<file path="config.mk">
export PLATFORM = sky130hd
export DESIGN_NAME = demsk_uart_packer
export DESIGN_NICKNAME = d
export VERILOG_FILES = /design/src/rtl/demsk_uart_pkg.sv /design/src/rtl/demsk_word_fifo.sv /design/src/rtl/demsk_uart_packer.sv
export SDC_FILE = /design/constraint.sdc
export NUM_CORES = 1
export LEC_CHECK = 0
export ABC_AREA = 1
export ABC_CLOCK_PERIOD_IN_PS = 4700
export CAP_MARGIN = 10
export CORE_MARGIN = 3
export CORE_UTILIZATION = 53
export DETAILED_ROUTE_END_ITERATION = 10
export PLACE_DENSITY_LB_ADDON = 0.2
export SYNTH_ARGS = -nofsm -noshare
export SYNTH_HDL_FRONTEND = slang
export SYNTH_HIERARCHICAL = 1
export SYNTH_SLANG_ARGS = --single-unit
</file>
<file path="constraint.sdc">
create_clock -name clk_200m -period 4.7 [get_ports clk_200m]
set_input_delay 0.47 -clock clk_200m [delete_from_list [all_inputs] [get_ports clk_200m]]
set_output_delay 0.47 -clock clk_200m [all_outputs]
set_load 0.02 [all_outputs]
</file>
<file path="src/rtl/demsk_uart_pkg.sv">
// demsk_uart_pkg
// Shared definitions for the demodulated-word UART packer: the packet FSM
// state type, packet geometry and the default frame header bytes.
`timescale 1ns/1ps
package demsk_uart_pkg;

  typedef enum logic [2:0] {
    ST_IDLE,
    ST_HDR0,
    ST_HDR1,
    ST_DATA,
    ST_CSUM
  } pkt_state_t;

  // Packet = 2 header bytes + DATA_BYTES payload bytes + 1 checksum byte
  localparam int PKT_LEN    = 11;
  localparam int DATA_BYTES = 8;

  localparam logic [7:0] DEF_HDR0 = 8'hEB;
  localparam logic [7:0] DEF_HDR1 = 8'h90;

endpackage

</file>
<file path="src/rtl/demsk_word_fifo.sv">
// demsk_word_fifo
// Synchronous first-word-fall-through FIFO for demodulated words.
// Ports:
//   clk, rst        - clock, synchronous active-high reset
//   wr_en, wr_data  - write request; ignored when full unless a read
//                     happens in the same cycle
//   rd_en, rd_data  - pop request; rd_data always shows the head word
//   full, empty     - occupancy flags
//   level           - number of stored words
`timescale 1ns/1ps
module demsk_word_fifo #(
  parameter int DEPTH = 4,
  parameter int WIDTH = 64
) (
  input  logic                     clk,
  input  logic                     rst,
  input  logic                     wr_en,
  input  logic [WIDTH-1:0]         wr_data,
  input  logic                     rd_en,
  output logic [WIDTH-1:0]         rd_data,
  output logic                     full,
  output logic                     empty,
  output logic [$clog2(DEPTH):0]   level
);

  localparam int AW = $clog2(DEPTH);

  logic [WIDTH-1:0] mem [DEPTH];
  logic [AW:0]      wr_ptr;
  logic [AW:0]      rd_ptr;
  logic             do_wr;
  logic             do_rd;

  // The extra pointer MSB acts as a lap bit: equal addresses with different
  // lap bits means full, identical pointers means empty.
  assign level   = wr_ptr - rd_ptr;
  assign empty   = (wr_ptr == rd_ptr);
  assign full    = (wr_ptr[AW] != rd_ptr[AW]) &&
                   (wr_ptr[AW-1:0] == rd_ptr[AW-1:0]);
  assign do_rd   = rd_en && !empty;
  // A pop in the same cycle frees the slot, so a full FIFO still accepts
  assign do_wr   = wr_en && (!full || do_rd);
  assign rd_data = mem[rd_ptr[AW-1:0]];

  // Pointer update; reset empties the FIFO without touching storage
  always_ff @(posedge clk) begin
    if (rst) begin
      wr_ptr <= '0;
      rd_ptr <= '0;
    end else begin
      if (do_wr) wr_ptr <= wr_ptr + 1'b1;
      if (do_rd) rd_ptr <= rd_ptr + 1'b1;
    end
  end

  // Word storage, written at the current write address
  always_ff @(posedge clk) begin
    if (do_wr) mem[wr_ptr[AW-1:0]] <= wr_data;
  end

endmodule

</file>
<file path="src/rtl/demsk_uart_packer.sv">
// demsk_uart_packer
// Buffers 64-bit demodulated words and serialises each one into an 11-byte
// frame (HDR0, HDR1, 8 data bytes MSB first, 8-bit additive checksum of the
// data bytes) for the UART transmitter over a valid/ready byte handshake.
// Ports:
//   clk_200m, cfg_rst                - clock, synchronous active-high reset
//   demsk_data, demsk_data_valid     - incoming word and its strobe
//   tx_byte, tx_byte_valid,
//   tx_byte_ready                    - byte stream to the UART TX
//   fifo_level                       - words waiting in the FIFO
//   overflow_cnt                     - dropped words, saturating
//   pkt_cnt                          - completed packets, wrapping
//   busy                             - a packet is in progress
`timescale 1ns/1ps
module demsk_uart_packer
  import demsk_uart_pkg::*;
#(
  parameter int         FIFO_DEPTH = 4,
  parameter logic [7:0] HDR0       = DEF_HDR0,
  parameter logic [7:0] HDR1       = DEF_HDR1
) (
  input  logic                          clk_200m,
  input  logic                          cfg_rst,
  input  logic [DATA_BYTES*8-1:0]       demsk_data,
  input  logic                          demsk_data_valid,
  output logic [7:0]                    tx_byte,
  output logic                          tx_byte_valid,
  input  logic                          tx_byte_ready,
  output logic [$clog2(FIFO_DEPTH):0]   fifo_level,
  output logic [15:0]                   overflow_cnt,
  output logic [15:0]                   pkt_cnt,
  output logic                          busy
);

  // Position of the last payload byte within the frame
  localparam logic [3:0] LAST_DATA_POS = 4'(PKT_LEN - 2);

  pkt_state_t                state;
  logic [DATA_BYTES*8-1:0]   shift;
  logic [7:0]                csum;
  logic [7:0]                data_sum;
  logic [3:0]                byte_pos;
  logic [DATA_BYTES*8-1:0]   fifo_rd_data;
  logic                      fifo_full;
  logic                      fifo_empty;
  logic                      pop;
  logic                      drop;

  // The head word is taken as soon as the FSM is idle and data is waiting
  assign pop      = (state == ST_IDLE) && !fifo_empty;
  assign drop     = demsk_data_valid && fifo_full && !pop;
  assign data_sum = csum + shift[DATA_BYTES*8-1 -: 8];
  assign busy     = (state != ST_IDLE);

  demsk_word_fifo #(
    .DEPTH (FIFO_DEPTH),
    .WIDTH (DATA_BYTES*8)
  ) u_fifo (
    .clk     (clk_200m),
    .rst     (cfg_rst),
    .wr_en   (demsk_data_valid),
    .wr_data (demsk_data),
    .rd_en   (pop),
    .rd_data (fifo_rd_data),
    .full    (fifo_full),
    .empty   (fifo_empty),
    .level   (fifo_level)
  );

  // Packet FSM. tx_byte always holds the byte of the current state, so it is
  // loaded with the next byte on each accepted transfer and stays put while
  // the UART stalls. In DATA, tx_byte equals the top byte of shift.
  always_ff @(posedge clk_200m) begin
    if (cfg_rst) begin
      state         <= ST_IDLE;
      shift         <= '0;
      csum          <= '0;
      byte_pos      <= '0;
      tx_byte       <= '0;
      tx_byte_valid <= 1'b0;
      pkt_cnt       <= '0;
    end else begin
      case (state)
        ST_IDLE: begin
          if (!fifo_empty) begin
            state         <= ST_HDR0;
            shift         <= fifo_rd_data;
            csum          <= '0;
            byte_pos      <= '0;
            tx_byte       <= HDR0;
            tx_byte_valid <= 1'b1;
          end
        end
        ST_HDR0: begin
          if (tx_byte_ready) begin
            state    <= ST_HDR1;
            tx_byte  <= HDR1;
            byte_pos <= byte_pos + 4'd1;
          end
        end
        ST_HDR1: begin
          if (tx_byte_ready) begin
            state    <= ST_DATA;
            tx_byte  <= shift[DATA_BYTES*8-1 -: 8];
            byte_pos <= byte_pos + 4'd1;
          end
        end
        ST_DATA: begin
          if (tx_byte_ready) begin
            csum     <= data_sum;
            shift    <= shift << 8;
            byte_pos <= byte_pos + 4'd1;
            // After the last payload byte the running sum is the checksum
            if (byte_pos == LAST_DATA_POS) begin
              state   <= ST_CSUM;
              tx_byte <= data_sum;
            end else begin
              tx_byte <= shift[DATA_BYTES*8-9 -: 8];
            end
          end
        end
        ST_CSUM: begin
          if (tx_byte_ready) begin
            state         <= ST_IDLE;
            tx_byte       <= '0;
            tx_byte_valid <= 1'b0;
            pkt_cnt       <= pkt_cnt + 16'd1;
          end
        end
        default: begin
          state         <= ST_IDLE;
          tx_byte_valid <= 1'b0;
        end
      endcase
    end
  end

  // Dropped-word counter; sticks at all-ones instead of wrapping
  always_ff @(posedge clk_200m) begin
    if (cfg_rst) begin
      overflow_cnt <= '0;
    end else if (drop && (overflow_cnt != 16'hFFFF)) begin
      overflow_cnt <= overflow_cnt + 16'd1;
    end
  end

endmodule

</file>
# Word-level counts from Yosys, hierarchy flattened
# Memory sizes are Yosys's and may differ from the RTL's. A register that Yosys moved wholly into a read port is not among the register bits.
# Index checks and enable logic that the tools add are counted.
# word_totals
reg_bits	126
ram_bits	256
inputBits	68
out_inout_bits	45
elab_cells	88
n_memories	1
# classes
n_addsub	7
n_eq_ne	16
mux	30
bitwise_logic	1
reduce_logical	23
# memory_table
memory	depth	width	read_ports	rd_clocked_by_memory_dff	wr	line	rtl
u_fifo.mem	4	64	1	1	1	demsk_word_fifo.sv:28	logic [WIDTH-1:0] mem [DEPTH];
# ops
operator	n
two-way mux 64 bit	2
one-hot mux 64 bit (2 select lines)	1
two-way mux 8 bit	8
one-hot mux 8 bit (5 select lines)	1
adder 16 x 1 -> 16 bit, second input constant	2
two-way mux 3 bit	6
!= test 16 bit, second input constant	1
one-hot mux 8 bit (2 select lines)	1
one-hot mux 3 bit (5 select lines)	1
!= test 2 bit, second input constant	6
AND reduction 6 bit	2
AND reduction 3 bit	3
adder 8 bit	1
two-way mux 4 bit	2
one-hot mux 4 bit (2 select lines)	1
logical AND 1 bit	7
adder 3 x 1 -> 3 bit, second input constant	2
== test 3 x 2 -> 1 bit, second input constant	2
nonzero test 5 bit	1
adder 4 x 1 -> 4 bit, second input constant	1
== test 4 bit, second input constant	1
two-way mux 1 bit	4
two-way mux 2 bit	2
nonzero test 2 bit	2
15 further kinds	17

# Longest topological paths before layout
# logic_depth
ltp_word	8
depth_mapped	15
mapped_depth_nobuf	15

# Modules after synthesis
# Netlist, hierarchy kept.
# modules_own_cells
mod	n_inst	cells_each	area_each_um2	seq_area_each_um2
demsk_word_fifo	1	690	10019.6	7847.5
demsk_uart_packer	1	882	6033.3	2402.3

# Least setup slack after synthesis
# OpenSTA, ideal clock, no wires.
# synth_timing
kind	flip-flop to flip-flop
startpoint	register u_fifo.wr_ptr[0]
endpoint	memory u_fifo.mem[0][0], enable pin
setup_time_ps	486
arrival_time_ps	4317
required_time_ps	4214
path_slack_ps	-103
stages_incl_launch_ff	14
n_path_buf	0
synth_period_minus_slack_ps	4803
cell_sequence	dfxtp_1 -> inv_1 -> ha_1 -> nand2_1 -> inv_1 -> nand2_2 -> inv_1 -> inv_1 -> nand2_4 -> clkinv_1 -> inv_1 -> nand3_2 -> nand2_2 -> nor2_1
# synth_between
elab_chain_cells	8
word_cells_on_any_way	11
classes_between	2 x eq/ne; 2 x mux; 7 x reduce/logical
# synth_lines
element	line	rtl
start, declared	demsk_word_fifo.sv:29	logic [AW:0] wr_ptr;
start signal, assigned	demsk_word_fifo.sv:51	if (do_wr) wr_ptr <= wr_ptr + 1'b1;
== test 3 bit	demsk_word_fifo.sv:37	assign empty = (wr_ptr == rd_ptr);
named net fifo_empty	demsk_uart_packer.sv:45	logic fifo_empty;
zero test 1 bit	demsk_uart_packer.sv:50	assign pop = (state == ST_IDLE) && !fifo_empty;
logical AND 1 bit	demsk_uart_packer.sv:50	
named net pop	demsk_uart_packer.sv:46	logic pop;
logical AND 1 bit	demsk_word_fifo.sv:40	assign do_rd = rd_en && !empty;
logical OR 1 bit	demsk_word_fifo.sv:42	assign do_wr = wr_en && (!full || do_rd);
logical AND 1 bit	demsk_word_fifo.sv:42	
two-way mux 1 bit	demsk_word_fifo.sv:58	if (do_wr) mem[wr_ptr[AW-1:0]] <= wr_data;
two-way mux 1 bit (not written as such)	demsk_word_fifo.sv:58	
end, declared	demsk_word_fifo.sv:28	
# The timed path passes the listed nets, and every way through them passes these cells.

# Worst setup path after layout
# layout_timing
startpoint	register u_fifo.wr_ptr[0]
endpoint	memory u_fifo.mem[0][52], enable pin
# The elaborated chain is that of the path after synthesis.

==> qor.csv <==
stage,metric,value,unit
global_route,grt_antenna_before_repair,0,
timing,finClkSkew,0.0249,ns
placed_design,place_congestion,0.849,
routing,dr.first_iter.drc_count,934,
logic_synthesis,yosysWarnings,6,
logic_synthesis,synth_fp_nets,1660,
timing,tightest_slew,1.14,ns
pwr,power_leakage,6.59,nW
clocking,cts-root-buf,clkbuf_16,
placed_design,portBuffers,112,
logic_synthesis,synthesis.area,16100,µm²
cells_and_area,final_area,18500,µm²
cells_and_area,area_growth,15.5,%
timing,max_freq,308,MHz
worst_setup_path,critPathBufInv,7,
clocking,path_clk_slew,0.06,ns
clocking,cts_buffer_depth,3,
worst_setup_path,critPathTopFamily,buffers and inverters,
floorplanning,num_io_pins,113,
cells_and_area,n_antenna_cell,0,
placed_design,dp_hpwl,21.2,mm
pwr,pwr-share-comb,23.2,%
routing,via_per_inst,5.58,
worst_setup_path,crit_required,4.84,ns
cells_and_area,multi_input_area,4970,µm²
worst_setup_path,path_class,flip-flop to flip-flop,
routing,wl,35.0,mm
timing,fin_crit_sh,69.1,%
worst_setup_path,crit_top_cell,inv_1,
pwr,p_per_area,515,nW/µm²
run_status,outcome,"finished, final reports clean",
worst_setup_path,worstPathCellList,"inv_1, ha_1, nand2_1, inv_1, nand2_2, inv_1, inv_1, nand2_4, clkinv_1, inv_1, nand3_2, nand2_2, nor2_4, buf_4",
worst_setup_path,cp.depth,14,
pwr,seq_power_share,45.5,%
routing,routedWlPerCell,16.9,µm
routing,drc,0,
floorplanning,core-area,29700,µm²
worst_setup_path,r2r-start,u_fifo/wr_ptr[0],
worst_setup_path,cp.arrival,3.38,ns
logic_synthesis,synthCells,1572,
cells_and_area,fillers,2360,
worst_setup_path,crit_slowest_cell,buf_4,
hold_path,hold_end,csum[4],
routing,vias,11565,
cells_and_area,layout.nets,1742,
clocking,cts_resized,0,
clocking,insertion_delay,0.53,ns
timing,timing.final.crit_period,3.25,ns
timing,setup_viol,0,
worst_setup_path,cp_max_fo,64,
clocking,htreeDepth,2,
pwr,ir_drop,0.292,mV
worst_setup_path,cp-end-kind,flip-flop,
pwr,finalPower,9.55,mW
hold_path,min_path_type,flip-flop to flip-flop,
timing,rsz0062_at_grt,no,
global_route,grt_pass1_wl,56.2,mm
clocking,clock_sinks,384,
pwr,clock_power_share,31.3,%
timing,timing.setup.tns,0,ns
pwr,p_sw_share,31.7,%
hold_path,hold_start,csum[4],
logic_synthesis,ys_seq_elements,384,
run,cap_violations,0,
pwr,internal_power,6.53,mW
logic_synthesis,seq_area_frac_synth,63.9,%
worst_setup_path,reg2reg_slack,1.45,ns
cells_and_area,final-seq-area,10300,µm²
placed_design,placed_area,17300,µm²
clocking,postCtsHoldBufs,0,
pwr,p_switching,3.03,mW
logic_synthesis,synth_cell_types,40,
logic_synthesis,syn_area_per_cell,10.2,µm²
worst_setup_path,startpoint_type,flip-flop,
worst_setup_path,slowest_delay,0.78,ns
timing,hold_viol,0,
timing,slew_headroom,24.2,%
timing,whs,0.470,ns
worst_setup_path,r2r_end,u_fifo/mem[0][52],
hold_path,hold_depth,2,
routing,first_pass_iters,6,
floorplanning,die_h,180,µm
clocking,cts_buffers,40,
floorplanning,die_area,32400,µm²
floorplanning,die_w,180,µm
routing,ant_nets,0,
global_route,grt_remaining_overflow,0,
timing,drv_slew,0,
clocking,cts_tree,built,
floorplanning,placementRows,63,
global_route,groute.usage.overall,20.9,%
cells_and_area,drive_gt1_share,6.48,%
clocking,cts_setup_buffers,0,
worst_setup_path,r2r_cells,14,
global_route,grt_max_degree,84,
floorplanning,start_util,54.0,%
global_route,grt_pass1_vias,10856,
-- worst max path at each step --
| stage | startpoint | endpoint |
|---|---|---|
| after global placement | u_fifo/wr_ptr[0] | u_fifo/mem[0][34] |
| after CTS | u_fifo/wr_ptr[0] | u_fifo/mem[0][54] |
| after global routing | u_fifo/wr_ptr[0] | u_fifo/mem[0][54] |
| after detailed placement | u_fifo/wr_ptr[0] | u_fifo/mem[0][51] |
| final | u_fifo/wr_ptr[0] | u_fifo/mem[0][52] |
| after floorplan | u_fifo/wr_ptr[0] | u_fifo/mem[0][0] |
-- sequential cells by signal, summed over array words and instances, names as in the netlist, named ones only --
register,count
u_fifo/mem,256
shift,64
overflow_cnt,16
pkt_cnt,16
csum,8
tx_byte,8
byte_pos,4
state,3
u_fifo/rd_ptr,3
u_fifo/wr_ptr,3
tx_byte_valid,1
-- layout make-up --
class                      instances  share of cell area, %
timing repair buffer             126                   6.79
inverter                          87                   1.79
multi-input combinational       1015                   26.8
clock buffer                      49                   5.63
clock inverter                    21                   1.06
sequential                       384                   55.3
tap                              390                   2.63
-- worst reg2reg max path, delay by kind of cell, from the launching register on --
family | cells | cell delay, ns
and+or+nand+nor | 6 | 0.70
buffers and inverters | 7 | 1.42
adders and majority gates | 1 | 0.32
DFF | 1 | 0.39
-- Yosys cell counts, drive strengths merged --
| library cell | number | area [µm²] |
|---|---|---|
| nand2 | 317 | 1220 |
| edfxtp | 256 | 7690 |
| o21ai | 201 | 1010 |
| nor2 | 199 | 769 |
| dfxtp | 128 | 2560 |
| inv | 85 | 324 |
| o22ai | 66 | 413 |
| a21oi | 61 | 305 |
| a31oi | 56 | 350 |
| buf | 48 | 380 |
| nand3 | 41 | 220 |
| clkbuf | 38 | 146 |
| ha | 18 | 225 |
| nor3 | 16 | 95.1 |
| xor2 | 13 | 114 |
| nand4 | 10 | 62.6 |
| nand3b | 4 | 33.8 |
| xnor2 | 3 | 26.3 |
| clkinv | 2 | 7.51 |
| fa | 2 | 40.0 |
| o21a | 2 | 15.0 |
| or2 | 2 | 12.5 |
| a211oi | 1 | 7.51 |
| and3 | 1 | 6.26 |
| o211a | 1 | 10.0 |
| o211ai | 1 | 7.51 |
-- cell usage in the layout, fill, tap and decap left out, types with 2 or more instances in the layout --
master,instances
a21oi_1,61
a31oi_1,56
buf_12,3
buf_4,11
bufinv_16,3
clkbuf_1,8
clkbuf_16,40
clkdlybuf4s50_1,111
clkinv_1,8
clkinv_2,7
clkinvlp_4,2
dfxtp_1,126
edfxtp_1,256
fa_1,2
ha_1,18
inv_1,75
inv_2,8
inv_4,2
nand2_1,309
nand2_2,5
nand2_4,3
nand3_1,38
nand3_2,3
nand3b_1,3
nand4_1,10
nor2_1,190
nor2_2,3
nor2_4,6
nor3_1,13
nor3_2,3
o21a_1,2
o21ai_0,139
o21ai_1,62
o22ai_1,66
or2_2,2
xnor2_1,3
xor2_1,13
-- power by group through the flow --
| stage | Clock [mW] | Sequential [mW] | Combinational (mW) |
|---|---|---|---|
| 2_1_floorplan | 0 | 4.32 | 1.73 |
| 3_3_place_gp | 0 | 4.40 | 2.16 |
| 3_5_place_dp | 0 | 4.41 | 2.21 |
| 4_1_cts | 3.05 | 4.34 | 2.22 |
| 5_1_grt | 3.18 | 4.40 | 2.49 |
| 6_report | 2.99 | 4.35 | 2.21 |
-- metrics by stage --
stage / cells / utilization (%) / worst slack (ns)
CTS: 2072 / 62.4 / 1.42
finish: 2072 / 62.4 / 1.45
global route: 2072 / 62.4 / 1.17
floorplan: 1572 / - / -0.103
detailed placement: 2002 / 58.2 / 1.41
global placement: 2002 / 58.2 / 1.49
-- cells by family after synthesis --
logic type | Yosys count | share of synthesized area, %
AO/OA/AOI/OAI | 389 | 13.2
XOR/XNOR | 16 | 0.873
adder cells (fa/ha/maj) | 20 | 1.65
AND/OR/NAND/NOR | 590 | 15.1
flip-flops | 384 | 63.9
buffers and inverters | 173 | 5.35
-- layer usage --
| metal | GRT usage, % | up-vias | share of wire, % |
|---|---|---|---|
| met1 | 28.9 | 5506 | 44 |
| met2 | 34.6 | 343 | 48 |
| met3 | 3.17 | 62 | 5.7 |
| met5 | 0 | - | 0 |
| met4 | 6.51 | 0 | 2.5 |
| li1 | - | 5654 | - |
(Power assumes the default switching activity.)
